==> config.mk <==
export PLATFORM = sky130hd
export DESIGN_NAME = conv_req_arbiter
export DESIGN_NICKNAME = d
export VERILOG_FILES = /design/src/rtl/conv_req_arbiter.sv
export SDC_FILE = /design/constraint.sdc
export NUM_CORES = 1
export LEC_CHECK = 0
export CELL_PAD_IN_SITES_DETAIL_PLACEMENT = 1
export CELL_PAD_IN_SITES_GLOBAL_PLACEMENT = 1
export CORE_MARGIN = 3
export CORE_UTILIZATION = 26
export CTS_CLUSTER_SIZE = 25
export DETAILED_ROUTE_END_ITERATION = 6
export MAX_ROUTING_LAYER = met4
export PLACE_DENSITY_LB_ADDON = 0.1
export SLEW_MARGIN = 10
export SYNTH_ARGS = -nofsm -noshare
export SYNTH_HDL_FRONTEND = slang
export SYNTH_SLANG_ARGS = --single-unit
==> constraint.sdc <==
create_clock -name clk -period 2 [get_ports clk]
set_clock_uncertainty 0.2 [all_clocks]
set_input_delay 0.3 -clock clk [delete_from_list [all_inputs] [get_ports clk]]
set_output_delay 0.3 -clock clk [all_outputs]
set_load 0.05 [all_outputs]
==> src/rtl/conv_req_arbiter.sv <==
// conv_req_arbiter: round-robin front end that shares one gray/BCD/excess-3 converter among NREQ requesters.
// Optional WAIT-state timeout is compiled in when CONV_ARB_TIMEOUT_EN is defined.
module conv_req_arbiter #(
    parameter int NREQ    = 4,
    parameter int IDW     = 2,
    parameter int TIMEOUT = 15
) (
    input  logic                 clk,
    input  logic                 rst,
    input  logic [NREQ-1:0]      req_valid,
    input  logic [4*NREQ-1:0]    req_data,
    input  logic [2*NREQ-1:0]    req_sel,
    output logic [NREQ-1:0]      req_ready,
    output logic                 conv_start,
    output logic [3:0]           conv_in,
    output logic [1:0]           conv_sel,
    input  logic                 conv_done,
    input  logic [7:0]           conv_result,
    output logic                 rsp_valid,
    output logic [IDW-1:0]       rsp_id,
    output logic [7:0]           rsp_data,
    output logic                 rsp_err,
    output logic                 busy
);

    typedef enum logic [1:0] {
        S_IDLE  = 2'b00,
        S_ISSUE = 2'b01,
        S_WAIT  = 2'b10,
        S_RESP  = 2'b11
    } state_e;

    localparam logic [NREQ-1:0] ONE_HOT0 = {{(NREQ-1){1'b0}}, 1'b1};
    localparam logic [1:0]      SEL_ILLEGAL = 2'b11;

    state_e          state_q, state_d;
    logic [IDW-1:0]  last_q, last_d;
    logic [3:0]      data_q, data_d;
    logic [1:0]      sel_q, sel_d;
    logic [IDW-1:0]  id_q, id_d;
    logic            rsp_valid_q, rsp_valid_d;
    logic [IDW-1:0]  rsp_id_q, rsp_id_d;
    logic [7:0]      rsp_data_q, rsp_data_d;
    logic            rsp_err_q, rsp_err_d;

    logic [NREQ-1:0] hi_pick_s;
    logic [NREQ-1:0] any_pick_s;
    logic [NREQ-1:0] grant_s;
    logic [IDW-1:0]  grant_id_s;
    logic [3:0]      grant_data_s;
    logic [1:0]      grant_sel_s;
    logic            ready_en_s;
    logic            accept_s;

`ifdef CONV_ARB_TIMEOUT_EN
    localparam int CNT_W = (TIMEOUT > 1) ? $clog2(TIMEOUT) : 1;
    logic [CNT_W-1:0] cnt_q, cnt_d;
`else
    logic unused_timeout_s;
    assign unused_timeout_s = ^TIMEOUT;
`endif

    // Round-robin pick: lowest valid index above last, else lowest valid index overall (wrap).
    always_comb begin
        hi_pick_s  = '0;
        any_pick_s = '0;
        for (int i = NREQ - 1; i >= 0; i--) begin
            any_pick_s = req_valid[i] ? (ONE_HOT0 << i) : any_pick_s;
            hi_pick_s  = (req_valid[i] && (i > int'(last_q))) ? (ONE_HOT0 << i) : hi_pick_s;
        end
        grant_s = (|hi_pick_s) ? hi_pick_s : any_pick_s;
    end

    // Encode the granted index and mux its code and select.
    always_comb begin
        grant_id_s   = '0;
        grant_data_s = 4'h0;
        grant_sel_s  = 2'b00;
        for (int i = 0; i < NREQ; i++) begin
            grant_id_s   = grant_s[i] ? IDW'(i) : grant_id_s;
            grant_data_s = grant_s[i] ? req_data[4*i +: 4] : grant_data_s;
            grant_sel_s  = grant_s[i] ? req_sel[2*i +: 2] : grant_sel_s;
        end
    end

    assign ready_en_s = (state_q == S_IDLE) && !rst;
    assign req_ready  = ready_en_s ? grant_s : '0;
    assign accept_s   = ready_en_s && (|grant_s);

    // Next-state and datapath-latch logic for the transaction sequencer.
    always_comb begin
        state_d     = state_q;
        last_d      = last_q;
        data_d      = data_q;
        sel_d       = sel_q;
        id_d        = id_q;
        rsp_valid_d = 1'b0;
        rsp_id_d    = rsp_id_q;
        rsp_data_d  = rsp_data_q;
        rsp_err_d   = 1'b0;
`ifdef CONV_ARB_TIMEOUT_EN
        cnt_d       = cnt_q;
`endif
        case (state_q)
            S_IDLE: begin
                if (accept_s) begin
                    data_d = grant_data_s;
                    sel_d  = grant_sel_s;
                    id_d   = grant_id_s;
                    if (grant_sel_s == SEL_ILLEGAL) begin
                        // Illegal select never reaches the converter; answer with an error right away.
                        state_d     = S_RESP;
                        rsp_valid_d = 1'b1;
                        rsp_id_d    = grant_id_s;
                        rsp_data_d  = 8'h00;
                        rsp_err_d   = 1'b1;
                    end else begin
                        state_d = S_ISSUE;
                    end
                end else begin
                    state_d = S_IDLE;
                end
            end
            S_ISSUE: begin
                state_d = S_WAIT;
`ifdef CONV_ARB_TIMEOUT_EN
                cnt_d   = '0;
`endif
            end
            S_WAIT: begin
                if (conv_done) begin
                    state_d     = S_RESP;
                    rsp_valid_d = 1'b1;
                    rsp_id_d    = id_q;
                    rsp_data_d  = conv_result;
                    rsp_err_d   = 1'b0;
`ifdef CONV_ARB_TIMEOUT_EN
                end else if (cnt_q == CNT_W'(TIMEOUT - 1)) begin
                    state_d     = S_RESP;
                    rsp_valid_d = 1'b1;
                    rsp_id_d    = id_q;
                    rsp_data_d  = 8'h00;
                    rsp_err_d   = 1'b1;
                end else begin
                    state_d = S_WAIT;
                    cnt_d   = cnt_q + CNT_W'(1);
                end
`else
                end else begin
                    state_d = S_WAIT;
                end
`endif
            end
            S_RESP: begin
                last_d  = rsp_id_q;
                state_d = S_IDLE;
            end
            default: begin
                state_d = S_IDLE;
            end
        endcase
    end

    // State and datapath registers with synchronous reset; rr pointer starts at NREQ-1 so index 0 wins first.
    always_ff @(posedge clk) begin
        if (rst) begin
            state_q     <= S_IDLE;
            last_q      <= IDW'(NREQ - 1);
            data_q      <= 4'h0;
            sel_q       <= 2'b00;
            id_q        <= '0;
            rsp_valid_q <= 1'b0;
            rsp_id_q    <= '0;
            rsp_data_q  <= 8'h00;
            rsp_err_q   <= 1'b0;
`ifdef CONV_ARB_TIMEOUT_EN
            cnt_q       <= '0;
`endif
        end else begin
            state_q     <= state_d;
            last_q      <= last_d;
            data_q      <= data_d;
            sel_q       <= sel_d;
            id_q        <= id_d;
            rsp_valid_q <= rsp_valid_d;
            rsp_id_q    <= rsp_id_d;
            rsp_data_q  <= rsp_data_d;
            rsp_err_q   <= rsp_err_d;
`ifdef CONV_ARB_TIMEOUT_EN
            cnt_q       <= cnt_d;
`endif
        end
    end

    assign conv_start = (state_q == S_ISSUE);
    assign conv_in    = data_q;
    assign conv_sel   = sel_q;
    assign rsp_valid  = rsp_valid_q;
    assign rsp_id     = rsp_id_q;
    assign rsp_data   = rsp_data_q;
    assign rsp_err    = rsp_err_q;
    assign busy       = (state_q != S_IDLE);

endmodule

==> qor.yml, run 1 <==
timing:
  max_freq_ghz: 0.4651
  fin_hold_ws_ns: 0.2753
  report.final.hold_viol_count: 0
  maxSlewHeadroom_pct: 64.65
  transition_time_of_the_tightest_slew_check_pin_ns: 0.5285
  timing.final.max_slew_violations: 0
  period_utilization_post_route_pct: 107.5
  finalWorstSetupSlack_ns: -0.1502
  period_minus_slack_ns: 2.150
  setup_viol: 12
  totalNegativeSetupSlack_ns: -1.459
  grt_setup_unrepaired: "true"
setup_path:
  critPathCaptureType: "flip-flop"
  setup.worst_path.start_class: "flip-flop"
  critical_path.top_delay_family: "compound AO/OA/AOI/OAI gates"
  crit-reg2reg-launch: "last_q[1]$_SDFFE_PP1N_"
  crit_required_ns: 2.00
  path_class: "flip-flop to flip-flop"
  worstReg2RegEnd: "rsp_data[6]$_SDFFE_PP0P_"
  critical_path_arrival_ns: 2.15
  timing.critical_path.buf_inv: 1
  worstPathCellList: "or2b_1, o311ai_4, and2_4, a2111oi_4, buf_4, o221a_4, mux2i_1"
  r2r_setup_slack_ns: -0.15
  cp_slowest_cell: "dfxtp_4"
  cpPeakStageDelay_ns: 0.39
  cp_max_fo: 6
  worst-r2r-cell-count: 7
synth:
  ys_ff_latch: 24
  netlist_instances: 159
  synth_top_cells_by_area: "dfxtp_1 35%, mux2i_1 8.7%, nand2_1 7.9%"
  synth_edf_count: 0
  yosys-top-cells-count: "29 x nand2_1, 24 x dfxtp_1, 12 x mux2i_1, 11 x nor2_1, 10 x nand3_1"
  post-synth-top-count-cell: "nand2_1"
  synth_area_mm2: 0.001384
  synth-async-reset-ratio_pct: 0
  synth.distinct_cells: 45
  synth-seq-area-share_pct: 34.72
  ys_dominant_reg_cell: "dfxtp_1"
  syn-num-nets: 202
  ys_warn_count: 0
  syn_avg_cell_area_um2: 8.703
  synth_top_area_share_pct: 34.72
  yosys.area.top_type: "dfxtp_1"
global_routing:
  grt_first_pass_wirelength_mm: 8.976
  grt.overflow.total: 0
  grt_start_max_net_pins: 14
  grt_util_all_layers_pct: 18.99
  vias_in_the_first_global_route: 1725
  number_of_antenna_violations_at_the_first_check_in_global_routing: 0
flow_run:
  cap_viol_max_count: 0
layout:
  synthToLayoutAreaGrowth_pct: 89.78
  num-fill-cells: 588
  layout.core_utilization_pct: 53.14
  design.final.nets: 308
  layout-drive-gt1-share_pct: 37.50
  antenna_cells: 0
pwr:
  cellLeakagePower_nw: 1.068
  fin_total_pwr_mw: 1.631
  vdd_ir_drop_max_uv: 462.4
  power_density_mw_per_mm2: 621.1
clock_tree:
  cts_sink_cnt: 24
  cts-hold-fix-buffers: 0
  clk_root_buffer_cell: "clkbuf_8"
  cts_tree: "done"
  worst_setup_hold_path_clk_slew_ns: 0.09
  worstSkewPairLatency_ns: 0.27
  cts_buffer_depth: 2
  cts.htree.levels: 1
  number_of_buffers_created_by_cts: 3
min_path:
  whs_endpoint: "rsp_data[2]$_SDFFE_PP0P_"
  hold_path_class: "flip-flop to flip-flop"
  launch_point_of_the_worst_hold_path: "rsp_data[2]$_SDFFE_PP0P_"
  min_path_cells: 2
run_status:
  failed_checks: "setup timing"
  status: "finished with violations"
detailed_routing:
  via_count: 1599
  finalWirelength_mm: 5.668
  drt-initial-drc-count: 75
  remaining_drc_errors: 0
  detail_route.wl_per_cell_um: 17.12
  routed_via_density: 4.831
  detailedRoute.firstPassIterationCount: 4
  ant_nets: 0
placed_design:
  placer_congestion: 0.8050
  dp_hpwl_mm: 4.056
  port_buffer_count: 62
floorplan:
  fp.dieArea_mm2: 0.006234
  fp.coreArea_mm2: 0.004942
  initial_utilization_pct: 28.00
  die_h_um: 78.96
  floorplan_die_width_um: 78.96
  io_pins: 63
  rows: 25
[logic make-up (layout without fill, tap and decap cells)]
kind of cell / Yosys count / after routing / share of synthesized area [%]
flip-flops: 24 / 24 / 34.72
adder cells (fa/ha/maj): 4 / 4 / 3.617
multiplexers: 12 / 12 / 8.680
AO/OA/AOI/OAI: 39 / 40 / 24.41
AND/OR/NAND/NOR: 67 / 67 / 22.70
buffers and inverters: 13 / 117 / 5.876
[cell type report]
type                       count  area (um2)  share of cell area (%)
timing repair buffer         107       998.5                   38.02
clock buffer                   4       55.05                   2.096
multi-input combinational    123       978.4                   37.26
inverter                       6       22.52                  0.8576
sequential                    24       488.0                   18.58
tap                           67       83.83                   3.192
[where the power goes]
group	leakage [nW]	switching, mW	total (mW)	internal, mW
clock	0.0288	0.159	0.335	0.176
sequential	0.195	0.0256	0.541	0.515
combinational	0.844	0.404	0.755	0.352
[metal layers]
layer / wire length [um] / GRT usage, % / up-vias / part of all wire, %
met2: 2812 / 33.19 / 47 / 50
met3: 348 / 4.195 / 7 / 6.1
li1: - / - / 781 / -
met4: 74 / 5.498 / 0 / 1.3
met1: 2432 / 21.88 / 764 / 43
met5: 0 / - / - / 0
[metrics by stage]
step | instance area (um2) | setup slack, ns | std cells
after floorplan | 1399 | -0.1394 | 159
after global placement | 2328 | -0.6536 | 315
after detailed placement | 2328 | -0.7860 | 315
after CTS | 2532 | -0.1840 | 326
after global routing | 2626 | -0.2586 | 331
final | 2626 | -0.1502 | 331
[placed cells by master (no fill, tap or decap), types with 3 or more instances in the layout]
cell             Yosys  routed
buf_4                0      48
a21oi_1              6       5
mux2i_1             12      12
nor2b_2              1       3
ha_1                 4       3
buf_6                2       4
nand2_1             29      26
nor2_1              11       7
nor2_4               0       4
inv_1                5       4
nand2b_1             4       3
o22a_1               4       4
o21ai_0              7       5
clkbuf_8             0       4
nand3_1             10       9
dfxtp_1             24      22
a22oi_1              4       4
clkdlybuf4s50_1      0      46
buf_12               1       5
[worst max path at each step]
stage                                start                       end  slack [ns]  cells past startpoint
floorplan                     req_valid[3]    rsp_id[1]$_SDFFE_PP0P_       -0.14                      8
global placement              req_valid[2]  rsp_data[4]$_SDFFE_PP0P_       -0.65                      8
detailed placement            req_valid[3]  rsp_data[7]$_SDFFE_PP0P_       -0.79                      7
CTS                 last_q[1]$_SDFFE_PP1N_  rsp_data[3]$_SDFFE_PP0P_       -0.18                      7
global route        last_q[1]$_SDFFE_PP1N_  rsp_data[0]$_SDFFE_PP0P_       -0.26                      7
finish              last_q[1]$_SDFFE_PP1N_  rsp_data[6]$_SDFFE_PP0P_       -0.15                      7
[state kept, by name, indices dropped and copies added (netlist names)]
register   cells
rsp_valid      1
rsp_data       8
id_q           2
conv_sel       2
conv_in        4
state_q        2
rsp_id         2
last_q         2
rsp_err        1
[worst register-to-register path, cell delays in order (launching register included)]
cell and delay (ns):
dfxtp_4 0.39, or2b_1 0.21, o311ai_4 0.12, and2_4 0.18, a2111oi_4 0.30, buf_4 0.20
o221a_4 0.27, mux2i_1 0.21
[what timing repair did]
action,in CTS,in global routing
buffers inserted,6,6
pin swaps,8,13
cloned,1,0
gates resized for setup,32,22
setup endpoints to repair,25,20
(Power assumes the default switching activity.)
==> inputs of run 2 (changes only) <==
--- a/config.mk
+++ b/config.mk
@@ -5,6 +5,7 @@
 export SDC_FILE = /design/constraint.sdc
 export NUM_CORES = 1
 export LEC_CHECK = 0
+export ABC_CLOCK_PERIOD_IN_PS = 2000
 export CELL_PAD_IN_SITES_DETAIL_PLACEMENT = 1
 export CELL_PAD_IN_SITES_GLOBAL_PLACEMENT = 1
 export CORE_MARGIN = 3
==> results of run 2 <==
No change in the layout: final DEF, timing and power equal those of run 1.
